`src/rtl/pipe_pkg.sv`:
```
// Shared defaults and helpers for the valid/ready register pipeline.
package pipe_pkg;

  localparam int P_NBITS_DEF   = 8;
  localparam int P_NSTAGES_DEF = 2;

  // Bits needed to hold a stage population count of 0..nstages.
  function automatic int cnt_w(input int nstages);
    return (nstages < 1) ? 1 : $clog2(nstages + 1);
  endfunction

endpackage

```
`src/rtl/pipe_stage.sv`:
```
// One pipeline slot: valid/data register that advances whenever it is empty
// or the slot downstream can take its contents.
module pipe_stage
  import pipe_pkg::*;
#(
  parameter int p_nbits = P_NBITS_DEF
) (
  input  logic               clk,
  input  logic               reset,
  input  logic               prev_val,
  input  logic [p_nbits-1:0] prev_msg,
  input  logic               next_rdy,
  output logic               rdy,
  output logic               val,
  output logic [p_nbits-1:0] msg
);

  assign rdy = !val || next_rdy;

  always_ff @(posedge clk) begin
    if (reset) begin
      val <= 1'b0;
      msg <= '0;
    end else if (rdy) begin
      val <= prev_val;
      msg <= prev_msg;
    end
  end

endmodule

```
`src/rtl/pipe_reg.sv`:
```
// Bubble-collapsing valid/ready register pipeline of p_nstages slots with a
// combinational ready chain from out_rdy back to in_rdy.
module pipe_reg
  import pipe_pkg::*;
#(
  parameter int p_nbits   = P_NBITS_DEF,
  parameter int p_nstages = P_NSTAGES_DEF
) (
  input  logic                          clk,
  input  logic                          reset,
  input  logic                          in_val,
  output logic                          in_rdy,
  input  logic [p_nbits-1:0]            in_msg,
  output logic                          out_val,
  input  logic                          out_rdy,
  output logic [p_nbits-1:0]            out_msg,
  output logic [cnt_w(p_nstages)-1:0]   count
);

  if (p_nstages < 1 || p_nbits < 1) begin : g_bad_param
    $error("pipe_reg: p_nstages and p_nbits must both be >= 1");
  end

  // Index 0 is the upstream port; index i is the output of stage i-1.
  logic [p_nstages:0]              vld_pipe;
  logic [p_nstages:0][p_nbits-1:0] dat_pipe;
  logic [p_nstages-1:0]            rdy_stg;
  logic [p_nstages-1:0]            nxt_rdy;
  logic                            unused_rdy;

  assign vld_pipe[0] = in_val;
  assign dat_pipe[0] = in_msg;

  // Stage i may advance if anything downstream of it has a hole or the sink
  // drains; built from valid bits so the chain has no self-referencing net.
  always_comb begin
    nxt_rdy = '0;
    nxt_rdy[p_nstages-1] = out_rdy;
    for (int i = p_nstages - 2; i >= 0; i--)
      nxt_rdy[i] = nxt_rdy[i+1] | ~vld_pipe[i+2];
  end

  for (genvar g = 0; g < p_nstages; g++) begin : g_stg
    pipe_stage #(.p_nbits(p_nbits)) u_stg (
      .clk      (clk),
      .reset    (reset),
      .prev_val (vld_pipe[g]),
      .prev_msg (dat_pipe[g]),
      .next_rdy (nxt_rdy[g]),
      .rdy      (rdy_stg[g]),
      .val      (vld_pipe[g+1]),
      .msg      (dat_pipe[g+1])
    );
  end

  assign in_rdy     = rdy_stg[0];
  assign out_val    = vld_pipe[p_nstages];
  assign out_msg    = dat_pipe[p_nstages];
  assign unused_rdy = ^rdy_stg;

  always_comb begin
    count = '0;
    for (int i = 1; i <= p_nstages; i++)
      count = count + cnt_w(p_nstages)'(vld_pipe[i]);
  end

`ifdef FORMAL
  // Ghost sequence numbers ride alongside the data to prove in-order delivery.
  logic [31:0] in_seq, out_seq;
  logic [31:0] tag [1:p_nstages];

  always_ff @(posedge clk) begin
    if (reset) begin
      in_seq  <= '0;
      out_seq <= '0;
      for (int i = 1; i <= p_nstages; i++) tag[i] <= '0;
    end else begin
      if (in_val && in_rdy)   in_seq  <= in_seq + 32'd1;
      if (out_val && out_rdy) out_seq <= out_seq + 32'd1;
      for (int i = 1; i <= p_nstages; i++)
        if (rdy_stg[i-1]) tag[i] <= (i == 1) ? in_seq : tag[(i == 1) ? 1 : i-1];
    end
  end

  a_hold:  assert property (@(posedge clk) disable iff (reset)
                            out_val && !out_rdy |=> out_val && $stable(out_msg));
  a_cnt:   assert property (@(posedge clk) count <= p_nstages);
  a_order: assert property (@(posedge clk) disable iff (reset)
                            out_val && out_rdy |-> tag[p_nstages] == out_seq);
`endif

endmodule
```
`config.mk`:
```
export PLATFORM = sky130hd
export DESIGN_NAME = pipe_reg
export DESIGN_NICKNAME = d
export VERILOG_FILES = /design/src/rtl/pipe_pkg.sv /design/src/rtl/pipe_stage.sv /design/src/rtl/pipe_reg.sv
export SDC_FILE = /design/constraint.sdc
export NUM_CORES = 1
export LEC_CHECK = 0
export CORE_UTILIZATION = 44
export DETAILED_ROUTE_END_ITERATION = 12
export PLACE_DENSITY = 0.77
export SLEW_MARGIN = 15
export SYNTH_ARGS = -nofsm -noshare
export SYNTH_HDL_FRONTEND = slang
export SYNTH_SLANG_ARGS = --single-unit
export TNS_END_PERCENT = 20
```
`constraint.sdc`:
```
create_clock -name clk -period 1.2 [get_ports clk]
set_input_delay 0.12 -clock clk [delete_from_list [all_inputs] [get_ports clk]]
set_output_delay 0.12 -clock clk [all_outputs]
set_load 0.03 [all_outputs]
```
# After elaboration in Yosys (flattened, before gate mapping)
# Cells that the tools add are included.
# Widths: inputs -> output; s select.
word_totals:
  regBits: 18
  latch_bits: 0
  mem_bits_rw: 0
  rom_bits: 0
  out_inout_bits: 12
  wordCells: 11
  mem_count: 0
op_classes:
  n_addsub: 1
  multipliers: 0
  div_mod_pow: 0
  order_cmp: 0
  eq_ne: 0
  shift: 0
  mux: 0
  bitwise_logic: 2
  reduce_logical: 4
op_table:
  columns: ["op", "n"]
  rows:
  - ["$add 1x1->2", 1]
  - ["$logic_not 1->1", 2]
  - ["$logic_or 1x1->1", 2]
  - ["$not 1->1", 1]
  - ["$or 1x1->1", 1]

# Longest topological paths before layout
logic_depth:
  depth_word: 3
  ltp_mapped: 5

# Modules after synthesis
# A second synthesis with hierarchy kept.
unflattened:
  hier_cells: 80
  area_unflattened_um2: 807.0
by_module_without_submodules:
  columns: ["module", "instances", "cells_per_inst", "area_per_inst_um2", "seq_area_each_um2"]
  rows:
  - ["pipe_stage", 2, 39, 394.1, 180.2]
  - ["pipe_reg", 1, 2, 18.8, 0.0]

# Least setup slack after synthesis
# No wires, ideal clock.
synth_path:
  kind: "reg2reg"
  from: "register g_stg[1].u_stg.val"
  to: "register g_stg[0].u_stg.msg[1]"
  setup_ns: 0.120
  t_arrival_ns: 1.063
  slack_ns: 0.017
  path_stages_with_launch: 6
  n_path_buf: 1
  period_less_slack_ns: 1.183
  path_cell_list: "dfxtp_1 and3b_1 buf_6 inv_8 nand2_2 a21oi_2"
synth_via:
  elab_chain_cells: 3
synth_lines:
  columns: ["item", "line", "text"]
  rows:
  - ["from (decl)", "pipe_stage.sv:14", "output logic val,"]
  - ["from (signal assigned)", "pipe_stage.sv:25", "val <= prev_val;"]
  - ["$not 1->1", "pipe_reg.sv:40", "nxt_rdy[i] = nxt_rdy[i+1] | ~vld_pipe[i+2];"]
  - ["$or 1x1->1", "pipe_reg.sv:40", null]
  - ["$logic_or 1x1->1", "pipe_stage.sv:18", "assign rdy = !val || next_rdy;"]
  - ["via in_rdy", "pipe_reg.sv:12", "output logic in_rdy,"]
  - ["to (signal assigned)", "pipe_stage.sv:26", "msg <= prev_msg;"]
  - ["to (decl)", "pipe_stage.sv:15", "output logic [p_nbits-1:0] msg"]
# The timed path passes the listed nets, and every way through them passes these cells.
# A chain may end at the register's enable or synchronous reset.

# Worst setup path after layout
layout_path:
  from: "register g_stg[1].u_stg.val"
  to: "output port in_rdy"
layout_via:
  elab_chain_cells: 3
layout_lines:
  columns: ["item", "line"]
  rows:
  - ["$not 1->1", "pipe_reg.sv:40"]
  - ["$or 1x1->1", "pipe_reg.sv:40"]
  - ["$logic_or 1x1->1", "pipe_stage.sv:18"]
  - ["to (decl)", "pipe_reg.sv:12"]
# Every way passes these cells.

==> impl_metrics.ini <==
[status]
outcome = finished, violations left
violations = design-rule violations, negative setup slack

[clocking]
clk_latency_ns = 0.29
cts-root-buf = clkbuf_4
cts.hold.buffers_added = 0
cts.sinks = 18
cts_max_level = 1
cts_max_path_buffers = 2
path_clk_slew_ns = 0.10
cts_tree = done
numCtsBuffers = 3

[cells_and_area]
fin_cells = 126
nets = 124
n_antenna_cell = 0
utilization_pct = 65.9
area_delta_synth_final_pct = 34.4
drive_gt1_share_pct = 32.7

[placement]
gp_congestion = 0.704
io_buffer_count = 23
pre_cts_ws_ns = -0.130
hpwl_um = 923
dp.cells = 118

[sta]
finalMaxSlewViolations = 0
tightest_slew_ns = 0.302
period_minus_slack_ns = 1.24
finalSetupViolCount = 2
fmax_mhz = 808
layout_setup_ws_ns = -0.0370
rsz0062_at_grt = true
slew_headroom_pct = 80.0
fin_crit_sh_pct = 103
hold_viol_final = 0
clock_skew_ns = 0.00386

[setup_path]
slowest_stage = dfxtp_4
crit_path_max_fanout = 5
worstRegToRegCells = 6
cp_num_buf_inv = 2
cp_top_family = flip-flops
path_depth = 3
start_kind = register
cp.arrival_ns = 1.12
critPathKind = reg2out
r2r_setup_slack_ns = 0.05
endpoint_kind = output port
worst_ep_required_time_ns = 1.08
slowest_delay_ns = 0.38
crit_path_cell_trace = and3b_2 > inv_8 > buf_6

[drt]
drt_iter0_markers = 12
wl_mm = 1.26
dr.pass1.iters = 8
ant_nets = 0
viasPerCell = 4.68
drc = 3
vias = 590
detail_route.wl_per_cell_um = 10.0

[synthesis]
yosysSeqAreaShare_pct = 47.1
syn-mean-instance-area_um2 = 8.69
synth_most_common_cell = nand2_1
synthTopCellsByArea = dfxtp_1 (47%), nand2_1 (12%), a21oi_2 (9.2%)
synth-async-reset-ratio_pct = 0
synth_flop_cell = dfxtp_1
synth_edf_count = 0
yosysUniqueCellTypes = 15
ys_warn_count = 0
synthTopCellsByCount = nand2_1 (24), dfxtp_1 (18)
synth_area_leader_cell = dfxtp_1
syn_nets = 101
synth_top_area_share_pct = 47.1
synthCells = 88
syn-cell-area_um2 = 764
ys_seq_elements = 18

[global_route]
grt_usage_pct = 15.8
grt_overflow = 0
grt_max_degree = 19
grt_pass1_vias = 488
grt_pass1_wl_mm = 2.13
antenna_found_initial = 0

[worst_hold_path]
hold_class = in2reg
min_path_cells = 3

[floorplanning]
num_rows = 14
core_area_um2 = 1560
fp.dieW_um = 43.7
initial_utilization_pct = 49.0
ios = 24
fp.dieArea_um2 = 1910
die_height_um = 43.7

[pwr]
power_density_nw_per_um2 = 1170
ir_drop_uv = 716
p_leak_nw = 0.451

[flow_run]
maxCapViolations = 0
-- stage by stage --
stage / power (mW) / setup TNS [ns] / instance area [um^2] / hold WS [ns]
global placement: 0.846 / -1.26 / 958 / 0.438
global route: 1.25 / -0.204 / 1030 / 0.383
CTS: 1.21 / -0.116 / 990 / 0.373
floorplan: 0.777 / 0 / 764 / 0.241
finish: 1.20 / -0.0588 / 1030 / 0.379
detailed placement: 0.849 / -1.36 / 958 / 0.444
-- cell families after synthesis --
kind of cell | share of synthesized area, %
buf+inv | 13.4
compound gates | 14.4
simple gates | 23.4
flops | 47.1
fa+ha+maj | 1.64
-- layout by cell type (no fill, tap or decap) --
cell and count:
a21oi_1 8, a21oi_2 8, and2b_2 1, and3b_2 1, buf_12 1, buf_4 8, buf_6 2, clkbuf_4 3
clkbuf_8 1, clkdlybuf4s50_1 11, dfxtp_1 16, dfxtp_2 1, dfxtp_4 1, dlygate4sd2_1 9, ha_1 1, inv_8 1
nand2_1 24, nand2_2 8, nand2b_1 1, nor2_1 4
-- state kept, by name, indices dropped and copies added (netlist names) --
name and cells:
g_stg.u_stg.msg 16, g_stg.u_stg.val 2
-- routing by layer --
layer	track usage [%]	vias to the layer above	part of all wire, %
li1	-	317	-
met1	19.4	256	44
met2	24.2	15	50
met3	3.75	2	3.9
met4	11.3	0	1.8
met5	0	-	0
-- power by group --
group / total, mW / internal, mW / leakage, nW / switching, mW
sequential: 0.645 / 0.628 / 0.150 / 0.0168
combinational: 0.184 / 0.0907 / 0.281 / 0.0938
clock: 0.371 / 0.185 / 0.0210 / 0.186
-- repair_timing --
item,CTS,global route
setup buffers,0,4
setup endpoints to repair,11,3
pin swaps,0,1
hold endpoints to repair,0,0
gates resized for setup,12,3
-- final cells by class --
class	count	area, um^2
fill	147	532
sequential	18	365
multi-input combinational	56	303
timing repair buffer	31	292
clock buffer	4	36.3
tap	16	20.0
inverter	1	11.3
-- path summary, 6_finish.rpt --
check                                      startpoint               endpoint
worst min-delay path                        in_msg[0]  g_stg[0].u_stg.msg[0]
worst max-delay path               g_stg[1].u_stg.val                 in_rdy
worst max register to register     g_stg[1].u_stg.val  g_stg[0].u_stg.msg[2]
worst min register to register  g_stg[1].u_stg.msg[7]  g_stg[1].u_stg.msg[7]
-- tightest hold or removal path: cells and delay by family --
family,cells,cell delay (ns)
buffers and inverters,1,0.41
AO/OA/AOI/OAI,1,0.04
AND/OR/NAND/NOR,1,0.06
Note: power is estimated with default switching activity, not from simulation.
